===== config.mk =====
export PLATFORM = sky130hd
export DESIGN_NAME = cgra_col_obi_arbiter
export DESIGN_NICKNAME = d
export VERILOG_FILES = /design/src/rtl/cgra_col_obi_arbiter_pkg.sv /design/src/rtl/cgra_col_obi_arbiter_id_fifo.sv /design/src/rtl/cgra_col_obi_arbiter.sv
export SDC_FILE = /design/constraint.sdc
export NUM_CORES = 1
export LEC_CHECK = 0
export CAP_MARGIN = 15
export CORE_AREA = 2 2 206 208
export CTS_CLUSTER_DIAMETER = 200
export CTS_CLUSTER_SIZE = 40
export DETAILED_ROUTE_END_ITERATION = 10
export DIE_AREA = 0 0 208 210
export GPL_TIMING_DRIVEN = 0
export PLACE_DENSITY = 0.38
export SYNTH_ARGS = -nofsm -noshare
export SYNTH_HDL_FRONTEND = slang
export SYNTH_HIERARCHICAL = 1
export SYNTH_SLANG_ARGS = --single-unit

===== constraint.sdc =====
create_clock -name clk_i -period 5.2 [get_ports clk_i]
set_input_delay 1.04 -clock clk_i [delete_from_list [all_inputs] [get_ports clk_i]]
set_output_delay 1.04 -clock clk_i [all_outputs]
set_load 0.02 [all_outputs]

===== src/rtl/cgra_col_obi_arbiter_pkg.sv =====
// Shared CGRA/X-HEEP constants and types for the column-to-bus OBI arbiter.
// The external crossbar master count and its index width are fixed here for the whole CGRA top.
package cgra_col_obi_arbiter_pkg;

    localparam int unsigned EXT_XBAR_NMASTER     = 4;
    localparam int unsigned LOG_EXT_XBAR_NMASTER = (EXT_XBAR_NMASTER > 1) ? $clog2(EXT_XBAR_NMASTER) : 1;
    localparam int unsigned CGRA_ARB_MAX_OUTST   = 2;

    localparam int unsigned OBI_ADDR_W = 32;
    localparam int unsigned OBI_DATA_W = 32;
    localparam int unsigned OBI_BE_W   = 4;

    typedef struct packed {
        logic                  we;
        logic [OBI_BE_W-1:0]   be;
        logic [OBI_ADDR_W-1:0] addr;
        logic [OBI_DATA_W-1:0] wdata;
    } obi_addr_phase_t;

    // Index width that stays at least one bit for a single-entry range.
    function automatic int unsigned idx_width(input int unsigned n);
        return (n > 1) ? $clog2(n) : 1;
    endfunction

endpackage


===== src/rtl/cgra_col_obi_arbiter_id_fifo.sv =====
// In-order FIFO of winner column indices, one entry per accepted bus request.
// Pointers wrap modulo DEPTH; count is exposed so the arbiter can report outstanding transactions.
module cgra_arb_id_fifo
    import cgra_col_obi_arbiter_pkg::*;
#(
    parameter  int unsigned DEPTH = 2,
    parameter  int unsigned WIDTH = 2,
    localparam int unsigned PTR_W = idx_width(DEPTH),
    localparam int unsigned CNT_W = $clog2(DEPTH) + 1
) (
    input  logic             clk,
    input  logic             rst,
    input  logic             push,
    input  logic [WIDTH-1:0] push_data,
    input  logic             pop,
    output logic [WIDTH-1:0] head,
    output logic             full,
    output logic             empty,
    output logic [CNT_W-1:0] count
);

    logic [WIDTH-1:0] mem [DEPTH];
    logic [PTR_W-1:0] wr_ptr;
    logic [PTR_W-1:0] rd_ptr;
    logic             push_ok;
    logic             pop_ok;

    function automatic logic [PTR_W-1:0] ptr_inc(input logic [PTR_W-1:0] p);
        return (p == PTR_W'(DEPTH - 1)) ? '0 : p + 1'b1;
    endfunction

    assign full    = (count == CNT_W'(DEPTH));
    assign empty   = (count == '0);
    assign push_ok = push && !full;
    assign pop_ok  = pop && !empty;
    assign head    = mem[rd_ptr];

    always_ff @(posedge clk or posedge rst) begin
        if (rst) begin
            wr_ptr <= '0;
            rd_ptr <= '0;
            count  <= '0;
        end else begin
            if (push_ok) begin
                wr_ptr <= ptr_inc(wr_ptr);
            end
            if (pop_ok) begin
                rd_ptr <= ptr_inc(rd_ptr);
            end
            if (push_ok && !pop_ok) begin
                count <= count + 1'b1;
            end else if (!push_ok && pop_ok) begin
                count <= count - 1'b1;
            end
        end
    end

    // Storage needs no reset: entries are only read behind a valid count.
    always_ff @(posedge clk) begin
        if (push_ok) begin
            mem[wr_ptr] <= push_data;
        end
    end

endmodule


===== src/rtl/cgra_col_obi_arbiter.sv =====
// Round-robin arbiter merging the CGRA column OBI masters onto one OBI bus port.
// Responses are steered back in order through an ID FIFO with a zero-latency rvalid path.
module cgra_col_obi_arbiter
    import cgra_col_obi_arbiter_pkg::*;
#(
    parameter  int unsigned N_MASTER  = EXT_XBAR_NMASTER,
    parameter  int unsigned MAX_OUTST = CGRA_ARB_MAX_OUTST,
    localparam int unsigned OUTST_W   = $clog2(MAX_OUTST) + 1
) (
    input  logic                             clk_i,
    input  logic                             rst_i,

    input  logic [N_MASTER-1:0]              col_req_i,
    input  logic [N_MASTER-1:0]              col_we_i,
    input  logic [N_MASTER*OBI_BE_W-1:0]     col_be_i,
    input  logic [N_MASTER*OBI_ADDR_W-1:0]   col_addr_i,
    input  logic [N_MASTER*OBI_DATA_W-1:0]   col_wdata_i,
    output logic [N_MASTER-1:0]              col_gnt_o,
    output logic [N_MASTER-1:0]              col_rvalid_o,
    output logic [N_MASTER*OBI_DATA_W-1:0]   col_rdata_o,

    output logic                             bus_req_o,
    output logic                             bus_we_o,
    output logic [OBI_BE_W-1:0]              bus_be_o,
    output logic [OBI_ADDR_W-1:0]            bus_addr_o,
    output logic [OBI_DATA_W-1:0]            bus_wdata_o,
    input  logic                             bus_gnt_i,
    input  logic                             bus_rvalid_i,
    input  logic [OBI_DATA_W-1:0]            bus_rdata_i,

    output logic                             busy_o,
    output logic [OUTST_W-1:0]               outst_o
);

    localparam int unsigned IDX_W = (N_MASTER == EXT_XBAR_NMASTER) ? LOG_EXT_XBAR_NMASTER
                                                                   : idx_width(N_MASTER);
    typedef logic [IDX_W-1:0] idx_t;

    idx_t            rr_ptr;
    idx_t            rr_winner;
    idx_t            cand;
    idx_t            winner;
    idx_t            lock_idx;
    idx_t            head_idx;
    logic            rr_found;
    logic            lock;
    logic            any_req;
    logic            handshake;
    logic            rsp_ok;
    logic            fifo_full;
    logic            fifo_empty;
    obi_addr_phase_t sel;

    // First requester at or after the pointer, scanning upward with wrap.
    always_comb begin
        rr_winner = rr_ptr;
        rr_found  = 1'b0;
        cand      = '0;
        for (int unsigned k = 0; k < N_MASTER; k++) begin
            cand = idx_t'((32'(rr_ptr) + k) % N_MASTER);
            if (!rr_found && col_req_i[cand]) begin
                rr_found  = 1'b1;
                rr_winner = cand;
            end
        end
    end

    // A request left waiting for gnt keeps its column so the address phase cannot change.
    assign winner = (lock && col_req_i[lock_idx]) ? lock_idx : rr_winner;

    always_comb begin
        sel = '0;
        for (int unsigned k = 0; k < N_MASTER; k++) begin
            if (idx_t'(k) == winner) begin
                sel.we    = col_we_i[k];
                sel.be    = col_be_i[k*OBI_BE_W +: OBI_BE_W];
                sel.addr  = col_addr_i[k*OBI_ADDR_W +: OBI_ADDR_W];
                sel.wdata = col_wdata_i[k*OBI_DATA_W +: OBI_DATA_W];
            end
        end
    end

    assign any_req     = |col_req_i;
    // Gated by the registered count only, so a same-cycle rvalid never frees a slot.
    assign bus_req_o   = any_req && !fifo_full && !rst_i;
    assign bus_we_o    = sel.we;
    assign bus_be_o    = sel.be;
    assign bus_addr_o  = sel.addr;
    assign bus_wdata_o = sel.wdata;

    assign handshake = bus_req_o && bus_gnt_i;
    assign rsp_ok    = bus_rvalid_i && !fifo_empty;

    always_comb begin
        col_gnt_o    = '0;
        col_rvalid_o = '0;
        for (int unsigned k = 0; k < N_MASTER; k++) begin
            col_gnt_o[k]    = handshake && (idx_t'(k) == winner);
            col_rvalid_o[k] = rsp_ok && (idx_t'(k) == head_idx);
        end
    end

    assign col_rdata_o = {N_MASTER{bus_rdata_i}};

    always_ff @(posedge clk_i or posedge rst_i) begin
        if (rst_i) begin
            rr_ptr   <= '0;
            lock     <= 1'b0;
            lock_idx <= '0;
        end else begin
            lock     <= bus_req_o && !bus_gnt_i;
            lock_idx <= winner;
            if (handshake) begin
                rr_ptr <= (winner == idx_t'(N_MASTER - 1)) ? '0 : winner + 1'b1;
            end
        end
    end

    cgra_arb_id_fifo #(
        .DEPTH (MAX_OUTST),
        .WIDTH (IDX_W)
    ) u_id_fifo (
        .clk       (clk_i),
        .rst       (rst_i),
        .push      (handshake),
        .push_data (winner),
        .pop       (rsp_ok),
        .head      (head_idx),
        .full      (fifo_full),
        .empty     (fifo_empty),
        .count     (outst_o)
    );

    assign busy_o = (outst_o != '0);

`ifndef SYNTHESIS
    // Simulation-only flag for a response arriving with nothing outstanding; it is dropped.
    stray_rvalid: assert property (@(posedge clk_i) disable iff (rst_i) bus_rvalid_i |-> !fifo_empty)
        else $warning("bus_rvalid_i with no outstanding transaction, response dropped");
`endif

endmodule


==> run_results.csv, run 1 <==
group,metric,value,unit
outcome,status,"finished clean",
critical_path,crit_family,"buffers and inverters",
power_and_ir_drop,p_per_area,442,nW/µm²
synthesis,syn_inst,531,
synthesis,ys_top_cells_by_area,"buf_4 26%, a221oi_1 16%, o31ai_1 13%",
critical_path,crit_fanout,10,
cts,clock_sinks,13,
timing,post-route-period-util,0.964,
layout,syn2layout_area_growth,149,%
global_routing,grt_usage,0.120,
placement,portBuffers,491,
synthesis,yosysWarnings,6,
floorplanning,rows,75,
synthesis,syn_area,3810,µm²
power_and_ir_drop,irDropWorstVdd,0.187,mV
placement,dp_cells,1561,
timing,worst_hold_slack,503,ps
power_and_ir_drop,p_int,1850,µW
power_and_ir_drop,power_frac_clock,0.034,
cts,cts_made_buffers,3,
global_routing,grt_pass1_vias,6080,
critical_path,path_cells,"clkdlybuf4s15_1 -> mux2i_1 -> or3b_1 -> a41oi_2 -> inv_2 -> ha_1 -> buf_4 -> nor2b_1 -> buf_4 -> buf_6 -> buf_6 -> a221oi_1 -> o31ai_1 -> clkdlybuf4s15_1",
timing,finalMaxSlewViolations,0,
timing,fin_worst_skew,2.42,ps
floorplanning,dieWidth,208,µm
global_routing,grt_max_degree,11,
cts,cts_tree,"done",
synthesis,async_reset_ff_frac,0.692,
route,wl_per_cell,18.0,µm
synthesis,ys.flop_type,"dfrtp_1",
floorplanning,ios,525,
cts,clkLatencyLatePin,240,ps
synthesis,synth_top_area_frac,0.258,
global_routing,antenna_found_initial,2,
timing,relSlewSlack,0.556,
placement,place.gp.congestion,0.760,
synthesis,synth_largest_area_cell,"buf_4",
job,maxCapViolCount,0,
power_and_ir_drop,p_sw_frac,0.560,
synthesis,yosysSeqAreaShare,0.0907,
layout,postLayoutCoreUtil,0.229,
layout,final_cells,1569,
route,drt_pass1_iterations,4,
synthesis,yosys.cell_types.count,40,
synthesis,post_synth.cell_area_avg,7.17,µm²
critical_path,critPathRequiredTime,4160,ps
timing,rsz0062_at_grt,"no",
synthesis,synthMostInstantiatedCell,"buf_4",
synthesis,synth-seq-cells,13,
layout,final_nets,1350,
critical_path,worstPathArrival,3970,ps
critical_path,slowest_stage,"or3b_1",
timing,fin_crit,5010,ps
route,drt_iter0_markers,170,
critical_path,criticalPathCategory,"in2out",
critical_path,max_stage_delay,380,ps
cts,clk_path_buf_depth,2,
critical_path,cp_num_buf_inv,7,
route,viasPerCell,3.69,
global_routing,grt_pass1_wl,39800,µm
cts,root_buffer,"clkbuf_16",
timing,hold_viol,0,
power_and_ir_drop,power_switching,2350,µW
global_routing,grt_overflow,0,
synthesis,synthTopCellsByCount,"131 x buf_4, 73 x nand2_1, 72 x nor2b_1",
floorplanning,coreArea,41500,µm²
synthesis,synth-edff-count,4,
route,wl,28300,µm
cts,clk_pin_slew,40,ps
placement,hpwlAfterDp,24000,µm
cts,hold_buffers,0,
timing,tightest_slew,666,ps
cts,cts_max_level,1,
floorplanning,dieArea,43700,µm²
synthesis,synth_nets,852,
power_and_ir_drop,leakagePower,0.00373,µW
layout,layout-drive-gt1-share,0.190,
min_path,hold_path.class,"reg2reg",
timing,setup_violations,0,
floorplanning,die_h,210,µm
timing,fmax,199,MHz
power_and_ir_drop,p_comb_frac,0.919,
route,ant_nets,0,
route,vias,5784,
critical_path,critPathLaunchType,"input port",
critical_path,worstSetupEndpointType,"output port",
route,drcViolationCount,0,
floorplanning,initial_core_util,0.0918,
power_and_ir_drop,seqPwrFrac,0.047,
final timing paths:
path,from,endpoint,slack (ps),depth (start not counted)
min reg2reg,u_id_fifo/wr_ptr$_DFFE_PP0P_,u_id_fifo/wr_ptr$_DFFE_PP0P_,500,1
min in group asynchronous,rst_i,u_id_fifo/wr_ptr$_DFFE_PP0P_,1110,2
max,col_req_i[0],bus_addr_o[19],190,14
max in group asynchronous,rst_i,lock_idx[0]$_DFF_PP0_,3890,2
max reg2reg,u_id_fifo/count[0]$_DFFE_PP0P_,u_id_fifo/count[1]$_DFFE_PP0P_,3130,9
min,u_id_fifo/wr_ptr$_DFFE_PP0P_,u_id_fifo/wr_ptr$_DFFE_PP0P_,500,1
cells in the final DEF, fill, tap and decap left out, types with 2 or more instances in the layout:
cell             count
mux2i_1              3
dlygate4sd1_1        3
clkbuf_2            13
dlygate4sd2_1       49
clkdlybuf4s15_2     10
clkdlybuf4s50_1    419
o31ai_2              4
mux2_2               3
a21oi_1              2
buf_2                7
dfrtp_1              9
diode_2              2
xor2_1               2
nor2_1               5
clkbuf_16            3
inv_1                5
clkdlybuf4s15_1      2
nand2_1             73
buf_6                3
and3_1               6
a221oi_1            68
edfxtp_1             4
buf_4              138
nor2b_1             72
o31ai_1             64
xnor2_1              3
a2bb2oi_1            2
clkbuf_4             5
clkbuf_1            20
ha_1                 4
o21ai_0              3
nor3b_1              2
mux2_1               2
cell families (layout without fill, tap and decap cells):
family | Yosys count | in the layout | share of synthesized area
buf+inv | 181 | 678 | 0.310
simple gates | 169 | 169 | 0.231
compound gates | 150 | 150 | 0.317
flops | 13 | 13 | 0.0907
mux | 8 | 8 | 0.0227
fa+ha+maj | 5 | 5 | 0.0164
xor+xnor | 5 | 5 | 0.0115
other cells | 0 | 2 | 0
final cells by class:
cell class	instances	area, µm²
Inverter	6	22.5
Tap cell	539	674
Buffer	175	1220
Timing Repair Buffer	493	4840
Sequential cell	13	345
Antenna cell	2	5.00
Clock buffer	4	78.8
Fill cell	4654	32000
Multi-Input combinational cell	337	2310
sequential cells by signal, summed over array words and instances, names as in the netlist:
signal,count
u_id_fifo/mem,4
lock_idx,2
rr_ptr,2
u_id_fifo/count,2
lock,1
u_id_fifo/rd_ptr,1
u_id_fifo/wr_ptr,1
metrics by stage:
stage / cell area (µm²) / power [µW] / setup slack [ps] / TNS [ps]
finish: 9500 / 4200 / 185 / 0
floorplan: 3810 / 2330 / 832 / 0
global route: 9500 / 4530 / 0.153 / 0
detailed placement: 9400 / 4390 / -1080 / -61430
global placement: 9400 / 4420 / -1110 / -61930
CTS: 9500 / 4310 / 105 / 0
metal layers:
layer | vias to the layer above | GRT usage | wire length [µm]
met5 | - | 0 | 0
met4 | 0 | 0.0205 | 459
met3 | 22 | 0.0307 | 2150
met2 | 292 | 0.226 | 14600
met1 | 2661 | 0.137 | 11100
li1 | 2809 | - | -
power by group through the flow:
| stage | registers, µW | clock network [µW] | logic, µW |
|---|---|---|---|
| 3_5_place_dp | 200 | 0 | 4190 |
| 2_1_floorplan | 197 | 0 | 2130 |
| 6_report | 198 | 141 | 3860 |
| 4_1_cts | 199 | 145 | 3970 |
| 5_1_grt | 206 | 151 | 4170 |
| 3_3_place_gp | 200 | 0 | 4220 |
worst reg2reg max path, cell delays in order (launching register included):
cell      delay (ps)
dfrtp_1          460
nand2b_1         200
inv_1             80
nor3_2           300
and2_4           240
nand2_1          100
inv_1             70
ha_1             250
nor2_1           140
xor2_1           150
timing repair:
action / 4_1_cts / 5_1_grt
buffers inserted: 2 / 0
setup endpoints to repair: 72 / 28
gates resized for setup: 174 / 7
pin swaps: 6 / 2
Note: power is estimated with default switching activity, not from simulation.
==> run 2: changes to the inputs <==
- ABC_AREA: unset -> 1
- CORE_AREA: 2 2 206 208 -> 2 2 207 209
- DIE_AREA: 0 0 208 210 -> 0 0 209 211
- PLACE_DENSITY: 0.38 -> 0.37
==> run_results.csv, run 2 <==
group,metric,value,unit
outcome,status,"finished clean",
global_routing,grt_overflow,0,
floorplanning,ios,525,
cts,clkLatencyLatePin,240,ps
global_routing,busiest_layer,"met2",
critical_path,crit_fanout,10,
route,wl,29600,µm
layout,layout_commonest_cell,"clkdlybuf4s50_1",
global_routing,grt_pass1_wl,42100,µm
layout,syn2layout_area_growth,150,%
route,drcViolationCount,0,
power_and_ir_drop,irDropWorstVdd,0.409,mV
power_and_ir_drop,p_per_area,868,nW/µm²
route,vias,6200,
global_routing,antenna_found_initial,1,
route,ant_nets,0,
cts,root_buffer,"clkbuf_16",
critical_path,worstSetupEndpointType,"output port",
global_routing,met1_usage,0.141,
cts,cts_made_buffers,3,
route,drt_iter0_markers,181,
floorplanning,coreArea,41800,µm²
min_path,hold_path.class,"reg2reg",
synthesis,synth_top_area_frac,0.252,
power_and_ir_drop,leakagePower,0.00401,µW
cts,clk_pin_slew,50,ps
layout,final_nets,1434,
layout,final_cell_mix,"419 x clkdlybuf4s50_1, 138 x buf_4, 127 x nand2_1",
floorplanning,dieArea,44100,µm²
synthesis,async_reset_ff_frac,0.692,
critical_path,criticalPathCategory,"in2out",
layout,largest_register_ffs,4,
placement,portBuffers,492,
timing,hold_viol,0,
timing,fmax,201,MHz
route,viasPerCell,3.75,
route,wl_per_cell,17.9,µm
layout,nFillCells,4714,
synthesis,synth_largest_area_cell,"buf_4",
timing,rsz0062_at_grt,"yes",
placement,place.gp.congestion,0.776,
critical_path,critPathLaunchType,"input port",
cts,cts_tree,"done",
timing,fin_setup_tns,0,ps
synthesis,synth-edff-count,4,
floorplanning,die_h,211,µm
cts,clock_sinks,13,
timing,relSlewSlack,0.600,
cts,cts_max_level,1,
timing,finalMaxSlewViolations,0,
synthesis,syn_inst,612,
synthesis,ys.flop_type,"dfrtp_1",
floorplanning,initial_core_util,0.0921,
timing,tightest_slew,599,ps
timing,post-route-period-util,0.955,
synthesis,yosys.cell_types.count,28,
synthesis,synth-seq-cells,13,
synthesis,synthTopCellsByCount,"129 x buf_4, 129 x nand2_1, 82 x nor2_1",
floorplanning,dieWidth,209,µm
synthesis,post_synth.cell_area_avg,6.28,µm²
route,drt_pass1_iterations,4,
critical_path,critPathRequiredTime,4160,ps
synthesis,syn_area,3850,µm²
cts,clk_path_buf_depth,2,
placement,dp_cells,1644,
global_routing,grt_pass1_vias,6573,
layout,layout-drive-gt1-share,0.228,
job,maxCapViolCount,0,
layout,final_cells,1652,
layout,regMostFlops,"u_id_fifo/mem",
floorplanning,rows,75,
synthesis,yosysWarnings,6,
layout,final_area,9600,µm²
timing,fin_crit,4960,ps
critical_path,worstPathArrival,3920,ps
timing,fin_worst_skew,4.73,ps
synthesis,ys_top_cells_by_area,"buf_4 25%, a221oi_1 16%, o31ai_1 13%",
global_routing,grt_use_met2,0.237,
timing,setup_violations,0,
global_routing,grt_usage,0.127,
global_routing,grt.met3_usage,0.0360,
placement,hpwlAfterDp,25400,µm
placement,placed_area,9470,µm²
synthesis,yosysSeqAreaShare,0.0898,
synthesis,synth_nets,933,
global_routing,grt_max_degree,11,
-- run 2: worst max-delay path: stages --
cell and delay [ps]:
clkdlybuf4s50_1 510, inv_1 80, nand2_1 60, nand2_1 60, nand2_1 60, nand2_1 70
nand3_1 100, nand2_1 60, nand2_1 50, nand3_1 100, a21boi_2 170, ha_2 200
buf_8 170, nor2_4 60, buf_12 130, buf_4 140, buf_4 170, a221oi_1 250
o31ai_1 90, dlygate4sd2_1 350
-- run 2: power by group --
part | internal, µW | leakage, µW | switching (µW)
clock | 103 | 0.0000382 | 39.5
combinational | 2960 | 0.00382 | 5030
sequential | 159 | 0.000147 | 46.0
-- run 2: what timing repair did --
item,in CTS,in global routing
hold endpoints to repair,0,0
endpoints found under the setup margin,72,72
buffers inserted,3,0
pin swaps,4,6
gates resized for setup,165,144
hold buffers,0,0
-- run 2: through the flow --
stage	util	worst slack, ps	power, µW	hold WS (ps)
after floorplan	-	1080	4640	449
after global placement	0.226	-1360	8840	470
after detailed placement	0.227	-1200	8810	481
after CTS	0.230	-15.2	8550	491
after global routing	0.230	-15.0	9060	504
final	0.230	235	8330	485
-- run 2: worst paths after layout --
check	start	to	slack [ps]	cells past startpoint
max	col_req_i[0]	bus_addr_o[18]	240	20
max reg2reg	u_id_fifo/count[1]$_DFFE_PP0P_	u_id_fifo/count[1]$_DFFE_PP0P_	3040	14
min	u_id_fifo/wr_ptr$_DFFE_PP0P_	u_id_fifo/wr_ptr$_DFFE_PP0P_	480	2
min reg2reg	u_id_fifo/wr_ptr$_DFFE_PP0P_	u_id_fifo/wr_ptr$_DFFE_PP0P_	480	2
max in group asynchronous	rst_i	lock_idx[0]$_DFF_PP0_	3920	2
min in group asynchronous	rst_i	u_id_fifo/count[1]$_DFFE_PP0P_	1110	2
-- run 2: final cells by class --
type                    instances  area, µm²  share of cell area
repair buffers                496       4780               0.498
clock buffers                   4       78.8             0.00821
diodes                          1       2.50            0.000261
flip-flops and latches         13        345              0.0360
inverters                      32        123              0.0128
plain buffers                 174       1290               0.135
multi-input cells             393       2300               0.240
well taps                     539        674              0.0703
-- run 2: cells by family after synthesis --
group | count (synthesis) | synth area share
xor gates and xnor gates | 1 | 0.00228
AOI/OAI and AO/OA | 145 | 0.303
DFF | 13 | 0.0898
adders and majority gates | 5 | 0.0163
and+or+nand+nor | 242 | 0.255
buffers and inverters | 206 | 0.334
-- run 2: metal layers --
layer / share of wire / wire length (µm) / vias to the layer above
met1: 0.38 / 11300 / 2813
li1: - / - / 3023
met2: 0.51 / 15200 / 341
met3: 0.083 / 2450 / 23
met5: 0 / 0 / -
met4: 0.022 / 664 / 0
==> run 3: changes to the inputs <==
- clock period: 5.2 -> 6.1 ns (I/O delays scaled with it)
==> run_results.csv, run 3 (same netlist as run 2, synthesis figures left out) <==
group,metric,value,unit
placement,place.gp.congestion,0.776,
power_and_ir_drop,p_per_area,750,nW/µm²
timing,hold_viol,0,
critical_path,r2r-start,"u_id_fifo/count[1]$_DFFE_PP0P_",
route,ant_nets,0,
timing,fmax,176,MHz
layout,layout-drive-gt1-share,0.171,
route,wl,29600,µm
critical_path,worstPathArrival,4450,ps
route,wl_per_cell,17.9,µm
layout,final_nets,1433,
global_routing,grt_pass1_wl,42200,µm
timing,fin_ws,433,ps
min_path,holdPathEnd,"u_id_fifo/wr_ptr$_DFFE_PP0P_",
global_routing,grt.met3_usage,0.0367,
job,maxCapViolCount,0,
route,vias,6178,
timing,fin_crit,5670,ps
critical_path,crit_fanout,10,
floorplanning,coreArea,41800,µm²
route,drt_iter0_markers,178,
cts,clk_path_buf_depth,2,
global_routing,grt_usage,0.127,
critical_path,worstSetupEndpointType,"output port",
layout,postLayoutCoreUtil,0.234,
cts,root_buffer,"clkbuf_16",
route,drt_pass1_iterations,4,
timing,post-route-period-util,0.929,
global_routing,grt_max_degree,11,
floorplanning,dieWidth,209,µm
cts,cts_tree,"done",
layout,final_cell_mix,"423 x clkdlybuf4s50_1, 133 x buf_4, 129 x nand2_1",
global_routing,grt_overflow,0,
timing,finalMaxSlewViolations,0,
timing,relSlewSlack,0.604,
layout,syn2layout_area_growth,154,%
layout,regMostFlops,"u_id_fifo/mem",
floorplanning,rows,75,
critical_path,r2r_end,"u_id_fifo/count[1]$_DFFE_PP0P_",
timing,tightest_slew,594,ps
placement,hpwlAfterDp,25400,µm
layout,largest_register_ffs,4,
global_routing,antenna_found_initial,1,
layout,layout_commonest_cell,"clkdlybuf4s50_1",
global_routing,met1_usage,0.142,
global_routing,busiest_layer,"met2",
floorplanning,dieArea,44100,µm²
power_and_ir_drop,irDropWorstVdd,0.407,mV
cts,clkLatencyLatePin,240,ps
cts,clock_sinks,13,
placement,place_ws,-658,ps
critical_path,criticalPathCategory,"in2out",
timing,worst_hold_slack,485,ps
floorplanning,ios,525,
critical_path,reg2reg_depth,14,
min_path,min_from,"u_id_fifo/wr_ptr$_DFFE_PP0P_",
outcome,status,"finished clean",
power_and_ir_drop,leakagePower,0.00458,µW
min_path,min_path_cells,2,
placement,portBuffers,492,
cts,cts_made_buffers,3,
critical_path,critPathLaunchType,"input port",
min_path,hold_path.class,"reg2reg",
route,drcViolationCount,0,
route,viasPerCell,3.74,
floorplanning,die_h,211,µm
critical_path,r2r_setup_slack,3940,ps
critical_path,critPathRequiredTime,4880,ps
global_routing,grt_use_met2,0.237,
cts,hold_buffers,0,
timing,rsz0062_at_grt,"no",
timing,setup_violations,0,
power_and_ir_drop,power,7330,µW
global_routing,grt_pass1_vias,6556,
cts,clk_pin_slew,50,ps
cts,cts_max_level,1,
timing,fin_worst_skew,4.31,ps
floorplanning,initial_core_util,0.0921,
run 3: cell types whose count changed in the layout (fill, tap and decap cells not counted), moves of 4 or more:
cell             before  now
a221oi_2              8    0
dlymetal6s2s_1        3   63
buf_4               138  133
clkbuf_1              7   12
clkbuf_2             45   13
clkdlybuf4s15_1       5    0
a221oi_1             61   69
clkbuf_4             10    6
dlygate4sd2_1        20    6
clkdlybuf4s50_1     419  423
run 3: critical path, cell delays in order:
cell	delay (ps)
clkdlybuf4s50_1	560
nand2_1	70
nand2_1	100
nand2_1	60
nand2_1	50
nand2_1	70
nor2_2	130
nand2_1	70
nand3_2	90
nand2_2	100
ha_1	210
buf_2	230
nor2_4	220
buf_4	180
buf_2	230
a221oi_1	120
o31ai_1	300
dlygate4sd2_1	430
run 3: worst max-delay path by stage:
| stage | startpoint | slack [ps] | cells past startpoint | endpoint |
|---|---|---|---|---|
| 5_1_grt | col_req_i[0] | 20 | 17 | bus_wdata_o[8] |
| 3_3_place_gp | col_req_i[2] | -820 | 17 | bus_wdata_o[1] |
| 3_5_place_dp | col_req_i[2] | -660 | 17 | bus_wdata_o[1] |
| 2_1_floorplan | col_req_i[3] | 1620 | 16 | bus_addr_o[0] |
| 6_report | col_req_i[2] | 430 | 18 | bus_addr_o[3] |
| 4_1_cts | col_req_i[2] | -30 | 17 | bus_wdata_o[1] |
run 3: report_power, final:
part           switching, µW  internal, µW  total (µW)  leakage, µW
combinational           4190          2850        7040      0.00440
sequential              38.3           135         174     0.000147
clock                   33.3          87.9         121    0.0000382
run 3: metal layers:
layer | share of wire | vias up
li1 | - | 3015
met1 | 0.38 | 2793
met2 | 0.51 | 343
met3 | 0.083 | 27
met4 | 0.022 | 0
met5 | 0 | -
run 3: repair_timing:
item | CTS | global route
setup buffers | 2 | 0
setup endpoints to repair | 70 | 65
gates resized for setup | 28 | 93
pin swaps | 1 | 0
run 3: stage by stage:
stage / TNS [ps] / instances / area, µm²
floorplan: 0 / 612 / 3850
global placement: -22300 / 1643 / 9450
detailed placement: -17680 / 1644 / 9470
CTS: -26.3 / 1650 / 9590
global route: 0 / 1650 / 9780
finish: 0 / 1651 / 9780
run 3: layout make-up:
type | count | area [µm²]
timing repair buffer | 495 | 5120
antenna | 1 | 2.50
sequential | 13 | 345
fill | 4702 | 32000
multi-input combinational | 393 | 2220
clock buffer | 4 | 78.8
tap | 539 | 674
buffer | 174 | 1220
inverter | 32 | 120
